===== src/rtl/instr_fetch_pkg.sv =====
// instr_fetch_pkg: shared constants, the queue entry type and the
// J-immediate decoder used by the fetch stage and its instruction queue.
package instr_fetch_pkg;

   localparam int          INSTR_W          = 32;
   localparam logic [6:0]  OPC_JAL          = 7'b1101111;
   localparam logic [31:0] DEFAULT_RESET_PC = 32'h0000_0000;

   // One instruction-queue slot: the fetched word, the PC it came from and
   // whether the fetch stage redirected on it.
   typedef struct packed {
      logic [INSTR_W-1:0] instr;
      logic [31:0]        pc;
      logic               pred;
   } iq_entry_t;

   // Sign-extended JAL offset; bit 0 is always zero.
   function automatic logic [31:0] j_imm(input logic [INSTR_W-1:0] instr);
      return {{11{instr[31]}}, instr[31], instr[19:12], instr[20], instr[30:21], 1'b0};
   endfunction

endpackage


===== src/rtl/instr_fetch_if.sv =====
// instr_fetch_if: cache lookup port plus decoder-facing queue head.
//   master (instr_fetch): drives fetch_signal/fetch_addr and the iq_* head,
//                         samples fetch_done/fetch_instr and iq_ready.
//   slave  (cache + decoder side): the mirror image.
interface instr_fetch_if;
   import instr_fetch_pkg::*;

   logic               fetch_signal;
   logic [31:0]        fetch_addr;
   logic               fetch_done;
   logic [INSTR_W-1:0] fetch_instr;

   logic               iq_valid;
   logic [INSTR_W-1:0] iq_instr;
   logic [31:0]        iq_pc;
   logic               iq_pred_jump;
   logic               iq_ready;

   modport master (
      output fetch_signal, fetch_addr, iq_valid, iq_instr, iq_pc, iq_pred_jump,
      input  fetch_done, fetch_instr, iq_ready
   );

   modport slave (
      input  fetch_signal, fetch_addr, iq_valid, iq_instr, iq_pc, iq_pred_jump,
      output fetch_done, fetch_instr, iq_ready
   );

endinterface


===== src/rtl/instr_fetch_queue.sv =====
// instr_queue: circular FIFO of fetched instructions.
//   clk, rst_n     : clock, async active-low reset (pointers/count only)
//   en             : global enable; nothing moves while low
//   flush          : empties the queue, overriding push/pop
//   push/push_entry: write at tail (caller guarantees not full)
//   pop            : advance head (caller guarantees not empty)
//   head_entry     : entry at head, meaningless when count == 0
//   count          : occupancy, 0..2**IQ_WIDTH
module instr_queue
   import instr_fetch_pkg::*;
#(
   parameter int IQ_WIDTH = 3
) (
   input  logic              clk,
   input  logic              rst_n,
   input  logic              en,
   input  logic              flush,
   input  logic              push,
   input  iq_entry_t         push_entry,
   input  logic              pop,
   output iq_entry_t         head_entry,
   output logic [IQ_WIDTH:0] count
);

   localparam int IQ_SIZE = 2**IQ_WIDTH;

   iq_entry_t           mem [IQ_SIZE];
   logic [IQ_WIDTH-1:0] head, tail;

   // Pointers are exactly IQ_WIDTH bits wide, so increments wrap for free.
   always_ff @(posedge clk or negedge rst_n) begin
      if (!rst_n) begin
         head  <= '0;
         tail  <= '0;
         count <= '0;
      end else if (en) begin
         if (flush) begin
            head  <= '0;
            tail  <= '0;
            count <= '0;
         end else begin
            if (push) tail <= tail + 1'b1;
            if (pop)  head <= head + 1'b1;
            case ({push, pop})
               2'b10:   count <= count + 1'b1;
               2'b01:   count <= count - 1'b1;
               default: ;
            endcase
         end
      end
   end

   // Storage carries no reset; contents are only observed through count.
   always_ff @(posedge clk) begin
      if (en && push && !flush) mem[tail] <= push_entry;
   end

   assign head_entry = mem[head];

endmodule


===== src/rtl/instr_fetch.sv =====
// instr_fetch: PC register, cache lookup handshake and instruction queue.
//   clk_in, rst_in : clock, async active-low reset
//   rdy_in         : global stall, all state holds while low
//   clear_signal   : flush queue and redirect PC to clear_pc
//   bus            : instr_fetch_if.master (cache lookup + queue head)
// Build option: define JAL_PREDICT_EN to redirect on JAL and mark the entry
// as predicted; otherwise next PC is always PC+4 and iq_pred_jump stays 0.
module instr_fetch
   import instr_fetch_pkg::*;
#(
   parameter int          IQ_WIDTH = 3,
   parameter logic [31:0] RESET_PC = DEFAULT_RESET_PC
) (
   input  logic          clk_in,
   input  logic          rst_in,
   input  logic          rdy_in,
   input  logic          clear_signal,
   input  logic [31:0]   clear_pc,
   instr_fetch_if.master bus
);

   localparam int                IQ_SIZE = 2**IQ_WIDTH;
   localparam logic [IQ_WIDTH:0] IQ_FULL = (IQ_WIDTH+1)'(IQ_SIZE);

   logic [31:0]       pc, next_pc;
   logic [IQ_WIDTH:0] count;
   logic              push, pop, pred;
   iq_entry_t         push_entry, head_entry;

   // Fetch is gated by full, not by "full and no pop": a pop into a full
   // queue frees a slot that is only refilled on the following cycle.
   assign bus.fetch_signal = rst_in & ~clear_signal & (count != IQ_FULL);
   assign bus.fetch_addr   = pc;
   assign bus.iq_valid     = (count != '0);

   assign push = bus.fetch_signal & bus.fetch_done;
   assign pop  = bus.iq_valid & bus.iq_ready;

`ifdef JAL_PREDICT_EN
   assign pred    = (bus.fetch_instr[6:0] == OPC_JAL);
   assign next_pc = pred ? pc + j_imm(bus.fetch_instr) : pc + 32'd4;
`else
   assign pred    = 1'b0;
   assign next_pc = pc + 32'd4;
`endif

   // A miss simply leaves push low, so pc holds until the hit arrives.
   always_ff @(posedge clk_in or negedge rst_in) begin
      if (!rst_in)           pc <= RESET_PC;
      else if (rdy_in) begin
         if (clear_signal)   pc <= clear_pc;
         else if (push)      pc <= next_pc;
      end
   end

   assign push_entry = '{instr: bus.fetch_instr, pc: pc, pred: pred};

   instr_queue #(.IQ_WIDTH(IQ_WIDTH)) u_iq (
      .clk        (clk_in),
      .rst_n      (rst_in),
      .en         (rdy_in),
      .flush      (clear_signal),
      .push       (push),
      .push_entry (push_entry),
      .pop        (pop),
      .head_entry (head_entry),
      .count      (count)
   );

   assign bus.iq_instr     = head_entry.instr;
   assign bus.iq_pc        = head_entry.pc;
   assign bus.iq_pred_jump = head_entry.pred;

endmodule

===== src/flat_wrapper.sv =====
// flat-port wrapper written by rule: the top's interface ports become plain ports
module instr_fetch_flat import instr_fetch_pkg::*;
#(
   parameter int          IQ_WIDTH = 3,
   parameter logic [31:0] RESET_PC = DEFAULT_RESET_PC
)
  (clk_in, rst_in, rdy_in, clear_signal, clear_pc, bus_fetch_signal, bus_fetch_addr, bus_iq_valid, bus_iq_instr, bus_iq_pc, bus_iq_pred_jump, bus_fetch_done, bus_fetch_instr, bus_iq_ready);
  instr_fetch_if bus_i ();
  input  logic clk_in;
  input  logic rst_in;
  input  logic rdy_in;
  input  logic clear_signal;
  input  logic [31:0] clear_pc;
  output wire logic [$bits(bus_i.fetch_signal)-1:0] bus_fetch_signal;
  output wire logic [$bits(bus_i.fetch_addr)-1:0] bus_fetch_addr;
  output wire logic [$bits(bus_i.iq_valid)-1:0] bus_iq_valid;
  output wire logic [$bits(bus_i.iq_instr)-1:0] bus_iq_instr;
  output wire logic [$bits(bus_i.iq_pc)-1:0] bus_iq_pc;
  output wire logic [$bits(bus_i.iq_pred_jump)-1:0] bus_iq_pred_jump;
  input wire logic [$bits(bus_i.fetch_done)-1:0] bus_fetch_done;
  input wire logic [$bits(bus_i.fetch_instr)-1:0] bus_fetch_instr;
  input wire logic [$bits(bus_i.iq_ready)-1:0] bus_iq_ready;
  assign bus_fetch_signal = bus_i.fetch_signal;
  assign bus_fetch_addr = bus_i.fetch_addr;
  assign bus_iq_valid = bus_i.iq_valid;
  assign bus_iq_instr = bus_i.iq_instr;
  assign bus_iq_pc = bus_i.iq_pc;
  assign bus_iq_pred_jump = bus_i.iq_pred_jump;
  assign bus_i.fetch_done = bus_fetch_done;
  assign bus_i.fetch_instr = bus_fetch_instr;
  assign bus_i.iq_ready = bus_iq_ready;
  instr_fetch #(.IQ_WIDTH(IQ_WIDTH), .RESET_PC(RESET_PC)) u_core (.clk_in(clk_in), .rst_in(rst_in), .rdy_in(rdy_in), .clear_signal(clear_signal), .clear_pc(clear_pc), .bus(bus_i));
endmodule

===== config.mk =====
export PLATFORM = sky130hd
export DESIGN_NAME = instr_fetch_flat
export DESIGN_NICKNAME = d
export VERILOG_FILES = /design/src/rtl/instr_fetch_pkg.sv /design/src/rtl/instr_fetch_if.sv /design/src/rtl/instr_fetch_queue.sv /design/src/rtl/instr_fetch.sv /design/src/flat_wrapper.sv
export SDC_FILE = /design/constraint.sdc
export NUM_CORES = 1
export LEC_CHECK = 0
export ABC_CLOCK_PERIOD_IN_PS = 8450
export BUFFER_PORTS_ARGS = -buffer_cell sky130_fd_sc_hd__buf_2
export CAP_MARGIN = 15
export CORE_ASPECT_RATIO = 0.75
export CORE_MARGIN = 2
export CORE_UTILIZATION = 60
export CTS_BUF_LIST = sky130_fd_sc_hd__clkbuf_4
export DETAILED_ROUTE_END_ITERATION = 8
export PLACE_DENSITY = 0.8
export SETUP_SLACK_MARGIN = 0.3
export SLEW_MARGIN = 20
export SYNTH_ARGS = -nofsm -noshare
export SYNTH_HDL_FRONTEND = slang
export SYNTH_SLANG_ARGS = --single-unit
export TNS_END_PERCENT = 10

===== constraint.sdc =====
create_clock -name clk_in -period 8.45 [get_ports clk_in]
set_input_delay 0 -clock clk_in [delete_from_list [all_inputs] [get_ports clk_in]]
set_output_delay 0 -clock clk_in [all_outputs]
set_load 0.1 [all_outputs]

* After elaboration in Yosys (flattened, before gate mapping) *
Memories as Yosys holds them, arrays and structs flattened.
Cells that the tools add are included.

storage, ports and cells
  register bits after elaboration = 42
  bits of input ports = 70
  logic and storage cells = 38
  bits in writable memories = 512
  memories kept = 1
  output and inout port bits = 99

memories
  name             depth  bits a word  read ports  clocked after memory_dff  wr ports  line                     text
  u_core.u_iq.mem  8      64           1           0                         1         instr_fetch_queue.sv:27  iq_entry_t mem [IQ_SIZE];

operators by class
  equal/unequal tests = 3
  muxes and demuxes = 10
  bitwise logic cells = 5
  add/sub/neg operators = 5
  reduce and logical (&&, ||, !) cells = 10

operators by type and width
  cell                     number
  $mux W32                 2
  $add A32 B3 Y32 const B  1
  $mux W3                  4
  $pmux W4 S2              1
  $add A3 B1 Y3 const B    2
  $reduce_and A2 Y1        3
  $add A4 B1 Y4 const B    1
  $and A1 B1 Y1            4
  $mux W4                  1
  $ne A4 B4 Y1 const B     1
  $reduce_bool A2 Y1       2
  $reduce_bool A4 Y1       1
  $sub A4 B1 Y4 const B    1
  $reduce_bool A3 Y1       1
  $eq A2 B1 Y1 const B     1
  $eq A2 B2 Y1 const B     1
  $logic_and A1 B1 Y1      2
  $mux W1                  2
  $logic_not A1 Y1         1
  $not A1 Y1               1

* Longest topological paths before layout *
  word-level depth = 8
  mapped depth = 10

* Cells and area by module *
From an unflattened synthesis, not the netlist that was laid out.

unflattened totals
  cell total of the unflattened synthesis = 1226
  area, all modules = 22292.6 um^2

modules (own cells, without submodules)
  module       area each (um^2)  cells an instance  times used  seq. area each (um^2)
  instr_queue  20219.4           973                1           15865.2
  instr_fetch  2073.2            253                1           800.8

* Least setup slack after synthesis *
OpenSTA, ideal clock, no wires.

  path kind = register -> register
  start point = register u_core.u_iq.count[1]
  end point = memory u_core.u_iq.mem[0][0] (netlist name), enable pin
  path slack = 735 ps
  path buffers = 0
  stages on the path, launching flop included = 5
  required time = 7806 ps
  arrival = 7072 ps
  cell sequence = dfrtp_1 -> nor4b_4 -> nor3_2 -> nand2_1 -> nor4_1

between the ends
  cells in the longest elaborated chain, start to end = 7

ends and longest elaborated chain
  what                               line                     text
  from (decl)                        instr_fetch_queue.sv:22  output logic [IQ_WIDTH:0] count
  from (signal assigned)             instr_fetch_queue.sv:45  2'b10: count <= count + 1'b1;
  from (signal assigned)             instr_fetch_queue.sv:46  2'b01: count <= count - 1'b1;
  $ne A4 B4 Y1                       instr_fetch.sv:32        assign bus.fetch_signal = rst_in & ~clear_signal & (count != IQ_FULL);
  $and A1 B1 Y1                      instr_fetch.sv:32
  $and A1 B1 Y1                      instr_fetch.sv:36        assign push = bus.fetch_signal & bus.fetch_done;
  $logic_and A1 B1 Y1 (2 in series)  instr_fetch_queue.sv:55  if (en && push && !flush) mem[tail] <= push_entry;
  $mux W1                            instr_fetch_queue.sv:55
  $mux W1 (not written as such)      instr_fetch_queue.sv:55
  to (decl)                          instr_fetch_queue.sv:27

No other way between the ends.

* Worst setup path after layout *
  start point = register u_core.u_iq.head[1]
  end point = output bus_iq_pc[14]

between the ends
  cells in the longest elaborated chain, start to end = 1

ends and longest elaborated chain
  what                    line                     text
  from (decl)             instr_fetch_queue.sv:28  logic [IQ_WIDTH-1:0] head, tail;
  from (signal assigned)  instr_fetch_queue.sv:43  if (pop) head <= head + 1'b1;
  $mem_v2 Z8 W64          n/a
  to (decl)               flat_wrapper.sv:18       output wire logic [$bits(bus_i.iq_pc)-1:0] bus_iq_pc;

No other way between the ends.

==> out/results.ini <==
[sta]
fin_crit_sh_pct=47.80
max_freq_mhz=247.6
fin_skew_ns=0.05982
relSlewSlack_pct=29.08
slew_violations=0
setup_viol=0
tightest_slew_ns=1.064
rsz0062_at_grt=false
tns_ns=0
fin_ws_ns=4.411
finalHoldViolations=0
period_minus_slack_ns=4.039

[drt]
vias=13335
met2_length_um=24690
drc=0
drt-met1-wl_um=20310
ant_nets=0
drt-wirelength-per-cell_um=23.32
totalWireLength_um=51340
vias_per_cell=6.056
met3_length_um=4934
drt_iter0_drc=1579
highest_layer=met5
firstDrtPassIters=6

[clock_tree]
clkSinkCount=554
cts_hold_buf=163
clk_latency_ns=0.85
post_cts_resized=0
cts_setup_buffers=0
cts.path.max_buffers=3
cts-buffers-inserted=131
cts_tree=done
htree_levels=4
clk_pin_slew_ns=0.07
root_buffer=clkbuf_4

[yosys]
yosysSeqAreaShare_pct=74.43
netlist_instances=1223
synth_edf_count=512
synth_seq_cells=554
synth.top_cell.area_share_pct=69.66
synth_area_leader_cell=edfxtp_1
syn-num-nets=1299
ys_types=68
syn_area_sq_um=22070
async_reset_ff_share_pct=7.581
ys.warnings.count=0
synth_ff_type=edfxtp_1
synth_top_cells_by_area=edfxtp_1 (70%), mux4_2 (13%), dfrtp_1 (4.8%)
syn_area_per_cell_sq_um=18.05

[setup_path]
r2r_cells=8
critPathLaunchType=flip-flop
ff2ff_setup_slack_ns=4.72
r2r_start=u_core.bus.fetch_addr[2]
path_class=flip-flop to primary output
cp_data_arrival_time_ns=4.04
cp.required_ns=8.45
end_kind=primary output
crit_fanout=71
r2r_end=u_core.bus.fetch_addr[28]

[die]
die-area_sq_um=38350
die_h_um=170.1
core_sq_um=36030
io_pins=169
fp-row-count=60
die_w_um=225.5
initial_core_util_pct=61.25

[grt]
grt_pass1_wl_um=77640
antenna_found_initial=2
grt_max_degree=72
first_global_vias=13832
track_usage_pct=27.55
gr-total-overflow=0

[place]
gp_congestion=0.9235
hpwl_um=27320
io_buffers=167
dp_slack_ns=4.887

[outcome]
outcome=complete, no violations

[power_and_ir_drop]
vdd_ir_drop_max_v=0.0002913
total_power_mw=8.418
p_leak_nw=9.368
power_density_nw_per_um2=315.0

[hold_path]
hp-start=clear_pc[19]
hold_path_depth=4
whs_endpoint=u_core.bus.fetch_addr[19]
min-delay-path-class=input pin to flip-flop

[layout]
final_common_cell=edfxtp_1
drive_gt1_share_pct=31.93
num-fill-cells=2103
areaGrowthSynthToFinish_pct=21.07
final_cell_mix=edfxtp_1 (512), nand2_1 (230), clkbuf_4 (200)
nets=1717

[job]
maxCapViolations=0

how the worst max path moves through the flow:
stage,slack (ns),start,end,depth (start not counted)
CTS,4.31,u_core.u_iq.head[0],bus_iq_pc[19],5
floorplan,0.73,u_core.u_iq.count[1],u_core.u_iq.mem[0][0],4
global route,4.13,u_core.u_iq.head[0],bus_iq_pc[17],5
global placement,5.03,u_core.u_iq.count[0],u_core.u_iq.mem[1][25],5
finish,4.41,u_core.u_iq.head[1],bus_iq_pc[14],5
detailed placement,4.89,u_core.u_iq.count[0],u_core.u_iq.mem[1][24],5
stage by stage:
| stage | std cells | hold slack [ns] | instance area [sq um] | utilization [%] |
|---|---|---|---|---|
| floorplan | 1223 | -0.2956 | 22070 | - |
| global placement | 1810 | 0.1963 | 23400 | 64.95 |
| detailed placement | 1810 | 0.2127 | 23400 | 64.95 |
| CTS | 2200 | 0.003469 | 26700 | 74.09 |
| global route | 2202 | 0.02510 | 26720 | 74.15 |
| finish | 2202 | 0.04178 | 26720 | 74.15 |
sequential cells by signal, indices dropped and copies added (netlist names):
register and cells:
u_core.u_iq.mem 512, u_core.u_iq.head 3, u_core.u_iq.count 4, u_core.u_iq.tail 3
u_core.bus.fetch_addr 32
critical path: stages (launching register included):
cell	delay, ns
dfrtp_4	1.09
buf_4	0.83
mux4_2	0.35
nand2_1	0.07
nand2_1	0.26
buf_2	0.48
cell usage after synthesis, types with 3 or more instances:
master / instances
a21o_1: 4
a21oi_1: 29
a22o_1: 3
a31o_2: 3
and2_1: 3
and3_1: 6
buf_1: 6
buf_2: 15
clkbuf_1: 38
dfrtp_1: 42
edfxtp_1: 512
ha_1: 5
inv_1: 7
mux2i_1: 8
mux4_2: 128
nand2_1: 230
nand2b_1: 5
nand3_1: 24
nand3_2: 3
nand4_1: 9
nor2_1: 23
nor2b_1: 5
nor3_1: 15
nor4_1: 8
nor4_2: 3
o211ai_1: 3
o21ai_0: 24
o22ai_1: 9
or4_1: 4
cells by family (layout without fill, tap and decap cells):
family	count (synthesis)	after routing	share of synthesized area, %
adder cells (fa/ha/maj)	6	6	0.3742
XOR/XNOR	3	3	0.1191
flip-flops	554	554	74.43
AND/OR/NAND/NOR	354	354	7.415
multiplexers	136	136	13.42
other	1	3	0.01699
buffers and inverters	71	583	1.383
AO/OA/AOI/OAI	98	98	2.840
layout make-up:
type	instances	area, sq um	share of cell area (%)
multi-input combinational	598	5400	20.21
sequential	554	16430	61.50
clock buffer	200	1501	5.619
clock inverter	27	161.4	0.6040
tap	465	581.8	2.177
timing repair buffer	348	2606	9.754
antenna	2	5.005	0.01873
inverter	8	30.03	0.1124
where the power goes:
group | total (mW) | internal, mW | switching [mW]
Clock | 2.13 | 1.14 | 0.996
Sequential | 3.38 | 3.12 | 0.257
Combinational | 2.91 | 0.752 | 2.16
routing by layer:
metal	up-vias	track usage, %
li1	5788	-
met1	6665	38.68
met2	760	42.18
met3	120	7.010
met4	2	10.94
met5	-	1.419
Note: power is estimated with default switching activity, not from simulation.
